--- config.mk ---
export PLATFORM = sky130hd
export DESIGN_NAME = route_lookup_arbiter
export DESIGN_NICKNAME = d
export VERILOG_FILES = /design/src/rtl/route_lookup_arbiter_pkg.sv /design/src/rtl/route_lookup_arbiter_rr_arbiter.sv /design/src/rtl/route_lookup_arbiter.sv
export SDC_FILE = /design/constraint.sdc
export NUM_CORES = 1
export LEC_CHECK = 0
export CAP_MARGIN = 10
export CORE_MARGIN = 2
export CORE_UTILIZATION = 40
export DETAILED_ROUTE_END_ITERATION = 10
export GPL_TIMING_DRIVEN = 0
export PLACE_DENSITY = 0.74
export SLEW_MARGIN = 20
export SYNTH_ARGS = -nofsm -noshare
export SYNTH_HDL_FRONTEND = slang
export SYNTH_SLANG_ARGS = --single-unit
--- constraint.sdc ---
create_clock -name clk -period 4.45 [get_ports clk]
set_input_delay 0.89 -clock clk [delete_from_list [all_inputs] [get_ports clk]]
set_output_delay 0.89 -clock clk [all_outputs]
set_load 0.1 [all_outputs]
--- src/rtl/route_lookup_arbiter_pkg.sv ---
// Shared types for the routing-table lookup arbiter: FSM state encoding and the
// node-ID/direction widths normally supplied by constants_2D.v.
`ifndef SIZE
`define SIZE 4
`endif
`ifndef BITS_DIR
`define BITS_DIR 3
`endif

package route_lookup_arbiter_pkg;

  // Same encoding as the other router FSMs so debug views line up.
  typedef enum logic [1:0] {
    IDLE = 2'd0,
    ADDR = 2'd1,
    DATA = 2'd2
  } lookup_state_t;

endpackage

--- src/rtl/route_lookup_arbiter_rr_arbiter.sv ---
// Combinational round-robin arbiter: searches req upward from ptr (mod N) and
// returns the first set bit as one-hot and index. ptr tied to 0 gives a priority encoder.
module route_lookup_arbiter_rr_arbiter #(
  parameter int N  = 5,
  parameter int PW = 3
) (
  input  logic [N-1:0]  req,
  input  logic [PW-1:0] ptr,
  output logic [N-1:0]  grant,
  output logic [PW-1:0] grant_idx,
  output logic          grant_any
);

  logic [PW:0] idx;

  always_comb begin
    grant_any = 1'b0;
    grant_idx = '0;
    grant     = '0;
    idx       = '0;
    for (int k = 0; k < N; k++) begin
      // ptr < N and k < N, so a single subtraction wraps the index.
      idx = {1'b0, ptr} + (PW+1)'(k);
      if (idx >= (PW+1)'(N)) idx = idx - (PW+1)'(N);
      if (!grant_any && req[idx[PW-1:0]]) begin
        grant_any = 1'b1;
        grant_idx = idx[PW-1:0];
      end
    end
    if (grant_any) grant = N'(1) << grant_idx;
  end

endmodule

--- src/rtl/route_lookup_arbiter.sv ---
// Arbitrates input-port access to the shared routing table: IDLE -> ADDR -> DATA.
// Define ROUTE_ARB_RR_EN for round-robin arbitration; otherwise lowest port index wins.
module route_lookup_arbiter
  import route_lookup_arbiter_pkg::*;
#(
  parameter int NUM_PORTS = 5,
  parameter int CNT_W     = 16
) (
  input  logic                         clk,
  input  logic                         reset,
  input  logic [NUM_PORTS-1:0]         req,
  input  logic [NUM_PORTS*`SIZE-1:0]   dest,
  output logic [`SIZE-1:0]             table_addr,
  input  logic [`BITS_DIR-1:0]         table_data,
  output logic [NUM_PORTS-1:0]         ack,
  output logic [`BITS_DIR-1:0]         resp_dir,
  output logic                         busy,
  output logic [CNT_W-1:0]             lookup_count,
  output lookup_state_t                state_dbg
);

  localparam int PW = $clog2(NUM_PORTS);

  lookup_state_t          state, state_nxt;
  logic [NUM_PORTS-1:0]   grant, grant_q;
  logic [PW-1:0]          grant_idx, arb_ptr;
  logic                   grant_any;

  route_lookup_arbiter_rr_arbiter #(.N(NUM_PORTS), .PW(PW)) u_arb (
    .req       (req),
    .ptr       (arb_ptr),
    .grant     (grant),
    .grant_idx (grant_idx),
    .grant_any (grant_any)
  );

`ifdef ROUTE_ARB_RR_EN
  logic [PW-1:0] rr_ptr;

  always_ff @(posedge clk) begin
    if (reset) begin
      rr_ptr <= '0;
    end else if (state == IDLE && grant_any) begin
      rr_ptr <= (grant_idx == PW'(NUM_PORTS-1)) ? '0 : grant_idx + PW'(1);
    end
  end

  assign arb_ptr = rr_ptr;
`else
  assign arb_ptr = '0;
`endif

  always_ff @(posedge clk) begin
    if (reset) state <= IDLE;
    else       state <= state_nxt;
  end

  always_comb begin
    state_nxt = state;
    case (state)
      IDLE:    if (grant_any) state_nxt = ADDR;
      ADDR:    state_nxt = DATA;
      DATA:    state_nxt = IDLE;
      default: state_nxt = IDLE;
    endcase
  end

  // ack is registered out of DATA, so it lands in the IDLE cycle that may also grant again.
  always_ff @(posedge clk) begin
    if (reset) begin
      table_addr   <= '0;
      grant_q      <= '0;
      ack          <= '0;
      resp_dir     <= '0;
      lookup_count <= '0;
    end else begin
      ack <= '0;
      if (state == IDLE && grant_any) begin
        table_addr <= dest[int'(grant_idx)*`SIZE +: `SIZE];
        grant_q    <= grant;
      end
      if (state == DATA) begin
        resp_dir     <= table_data;
        ack          <= grant_q;
        lookup_count <= lookup_count + CNT_W'(1);
      end
    end
  end

  assign busy      = (state != IDLE);
  assign state_dbg = state;

endmodule

# After elaboration in Yosys (flattened, before gate mapping)
# Cells that the tools add are included.
[classes]
addsub = 1
eq_ne = 3
n_shift = 2
mux = 12
n_bitwise = 1
n_reduce_logical = 12
[ops]
columns = ["cell", "count"]
rows = [
  ["indexed part select 20 x 6 -> 4 bit", 1],
  ["adder 16 x 1 -> 16 bit (second input constant)", 1],
  ["2-to-1 mux 1 bit", 6],
  ["2-to-1 mux 2 bit", 3],
  ["logical AND 1 bit", 5],
  ["2-to-1 mux 5 bit", 1],
  ["left shift 1 x 3 -> 5 bit (first input constant)", 1],
  ["logical NOT 1 bit", 4],
  ["one-hot mux 2 bit (2 select lines)", 1],
  ["2-to-1 mux 3 bit", 1],
  ["== test 2 x 1 -> 1 bit (second input constant)", 1],
  ["== test 2 bit (second input constant)", 1],
  ["logical NOT 2 bit", 1],
  ["!= test 2 bit (second input constant)", 1],
  ["nonzero test 2 bit", 1],
  ["OR reduction 2 bit", 1],
  ["NOT 1 bit", 1],
]
[word_totals]
ff_bits = 35
in_bits = 30
output_inout_bits = 31
word_cells = 37

# Longest topological paths before layout
[logic_depth]
word_depth = 15
mapped_depth = 6
depth_no_buf = 5

# Hierarchy
# Synthesis repeated with hierarchy kept, for this count alone.
[unflattened]
cells_unflattened = 320
area_unflattened_um2 = 2543.7
[by_module_without_submodules]
columns = ["module", "instances", "cells_each", "area_per_inst_um2", "seq_area_each_um2"]
rows = [
  ["route_lookup_arbiter", 1, 164, 1476.4, 700.7],
  ["route_lookup_arbiter_rr_arbiter", 1, 156, 1067.3, 0.0],
]

# Least setup slack after synthesis
# No wires, ideal clock.
[synth_path]
path_type = "register -> output"
start = "register state[1], in the netlist state_dbg[1]"
end = "output busy"
arrival_ns = 2.036
required_time_ns = 3.560
setup_slack_ns = 1.524
path_stages_with_launch = 3
n_path_buf = 0
cell_sequence = "dfxtp_1 -> nor2_1 -> inv_1"
[synth_between]
elab_chain_len = 1
[synth_rtl]
columns = ["element", "line_no", "text"]
rows = [
  ["start, declared", "route_lookup_arbiter.sv:24", "lookup_state_t state, state_nxt;"],
  ["start signal, assigned", "route_lookup_arbiter.sv:55", "else state <= state_nxt;"],
  ["nonzero test 2 bit", "route_lookup_arbiter.sv:90", "assign busy = (state != IDLE);"],
  ["end, declared", "route_lookup_arbiter.sv:17", "output logic busy,"],
]
# No other way between the ends.

# Worst setup path in the final report
# Same ends and word-level chain as after synthesis.

==> results.md <==
- Power density over the cells: 337 nW/µm²
- Arrival time at the worst endpoint: 2.25 ns
- Initial drt markers: 92
- Mapped Nets: 216
- Synth Area in Adders: 0.792%
- Mux cell area share after synthesis: 0%
- Io pins: 61
- Post-CTS sizing: 0
- Crit path max fanout: 8
- Pin count of the biggest net entering global routing: 12
- Met2 Resource Use GR: 32.5%
- Place WS: 1.64 ns
- Clk pin slew, worst setup/hold paths: 0.08 ns
- GRT overflow: 0
- Startpoint type of the worst setup path: flop
- H-tree Lvls: 2
- Post-DP Area: 2220 µm²
- WL final: 3.95 mm
- Seq/Total Area, Yosys: 44.4%
- Crit share post-route: 70.6%
- Met3 usage: 5.41%
- Post-Synth Simple-Gate Area: 25.8%
- Post-CTS Setup Bufs: 0
- Met1 usage: 20.5%
- GR Util All Layers: 18.5%
- Primary FF master, synth: dfxtp_1
- Hold Vio Cnt, Final: 0
- Share of layout cells above drive strength 1: 5.98%
- Crit path time final: 3.14 ns
- Final setup violation count: 0
- Dpl hpwl: 2.87 mm
- Unrepaired setup endpoints after global routing: no
- Hold Path Class: flop to flop
- # fillers: 352
- Status: finished clean
- Ys async rst share: 0%
- Routability cong.: 0.780
- Root Driver: clkbuf_8
- Routed vias/inst: 5.30
- Commonest non-fill, non-tap cell in the layout: clkdlybuf4s50_1
- Worst hold slack: 0.447 ns
- Worst Skew: 0.0120 ns
- Setup crit end kind: output pin
- PortBufs: 58
- Via count: 1,586
- Site Rows: 22
- Post-Synthesis Cells: 185
- Pre-Repair DR Iteration Count: 4
- Core area: 3720 µm²
- XOR/XNOR Fraction of Synth Area: 6.10%
- Max Fclk: 0.319 GHz
- Worst VDD drop: 0.164 mV
- R2R Setup Slk: 2.74 ns
- Unique cell type count in the Yosys netlist: 40
- Number of global-route vias before repair: 1,509
- Compound-Gate Fraction of Synth Area: 18.1%
- TritonCTS clock tree: done
- Syn avg cell area: 8.54 µm²
- Chip width: 66.8 µm
- Kind of critical path: flop to output pin
- Register bit total from synthesis: 35
- Final instance area: 2340 µm²
- Synth warnings: 0
- CTS Hold Buffers Added: 0
- Drt drc: 0
- Starting Density: 42.5%
- TNS Setup: 0 ns
- MaxCap Viol Count: 0
- Nets: 281
- Clock buffer depth: 2
- Clock sinks: 35
- Worst Path Required: 3.56 ns
- Busiest grt layer: met2
- Worst setup slack after layout: 1.31 ns
- Post-Synthesis Cell Area: 1580 µm²
- First-pass GRT wire length: 6.31 mm
- Post-synth EDFFs: 0
- Initial antenna violation count: 0
- Final antenna-violating net count: 0
- Die area: 4470 µm²
- Most frequent cells in the layout: 58 x clkdlybuf4s50_1, 35 x dfxtp_1, 20 x nor2_1, 20 x a21oi_1, 18 x nand2_1
- # diodes: 0
- Height of the die: 66.8 µm
- Latest clock arrival within the worst-skew pair: 0.29 ns
- P&R area growth vs syn: 48.0%
- Slew Viols, Final: 0
- Cts bufs inserted: 5
- Slew headroom: 33.1%
- Routed len/inst: 13.2 µm
- Leak: 0.844 nW
- Tightest Pin Transition: 1.00 ns
- Largest family of logic cells by synthesized area: simple AND/OR/NAND/NOR gates
==> report_power, final <==
| part | switching (mW) | internal, mW |
|---|---|---|
| logic | 0.108 | 0.0564 |
| clock network | 0.112 | 0.181 |
| registers | 0.00756 | 0.323 |
==> registers in the layout (all words and copies together), names as in the netlist <==
signal        count
resp_dir          3
lookup_count     16
state_dbg         2
ack               5
table_addr        4
grant_q           5
==> path summary, 6_finish.rpt <==
check,endpoint,cells past startpoint,from
worst max-delay path,busy,3,state_dbg[1]
worst min-delay path,grant_q[1],2,grant_q[1]
worst max register to register,lookup_count[15],5,state_dbg[1]
worst min register to register,grant_q[1],2,grant_q[1]
==> cells in the mapped netlist (all sizes together) (2+ instances only) <==
master,count,share of area [%]
nor2,20,4.8
buf,4,1.7
clkbuf,6,1.4
nand4,4,2.0
nor4,3,1.2
nor2b,2,0.79
a22o,3,1.7
nor3,2,0.63
o21bai,3,1.4
xor2,5,2.8
a21oi,20,6.3
or2,2,0.79
nand2,18,4.3
and3,5,2.0
o21ai,3,1.2
or3,6,2.4
xnor2,6,3.3
a22oi,4,1.9
o31ai,2,0.95
nand4b,2,1.1
o22ai,2,0.79
dfxtp,35,44
o41ai,3,1.7
inv,7,1.7
nand3,7,2.2
or4,3,1.7
==> critical path, cell delays in order, from the launching register on <==
cell	delay [ns]
dfxtp_1	0.39
nor2_1	0.46
inv_1	0.13
clkdlybuf4s50_1	0.99
==> metrics by stage <==
stage               power, mW  instances  utilization (%)
global route            0.817        299             62.9
global placement        0.501        291             59.7
floorplan               0.447        185                -
finish                  0.789        299             62.9
detailed placement      0.502        291             59.7
CTS                     0.795        299             62.9
==> cell families after synthesis <==
family	count (synthesis)
compound gates	44
xor+xnor	11
fa+ha+maj	1
buf+inv	17
flops	35
simple gates	77
==> cell type report <==
class	instances	area, µm²	area share, %
Multi-Input combinational cell	133	802	34.3
Sequential cell	35	701	30.0
Tap cell	48	60.1	2.57
Buffer	10	50.0	2.14
Clock buffer	6	82.6	3.53
Clock inverter	2	35.0	1.50
Inverter	7	26.3	1.12
Timing Repair Buffer	58	581	24.8
==> per-layer routing <==
layer,vias up,wire [µm]
met5,-,0
met4,0,58
met3,7,314
met2,64,1870
met1,723,1700
li1,792,-
(Power assumes the default switching activity.)
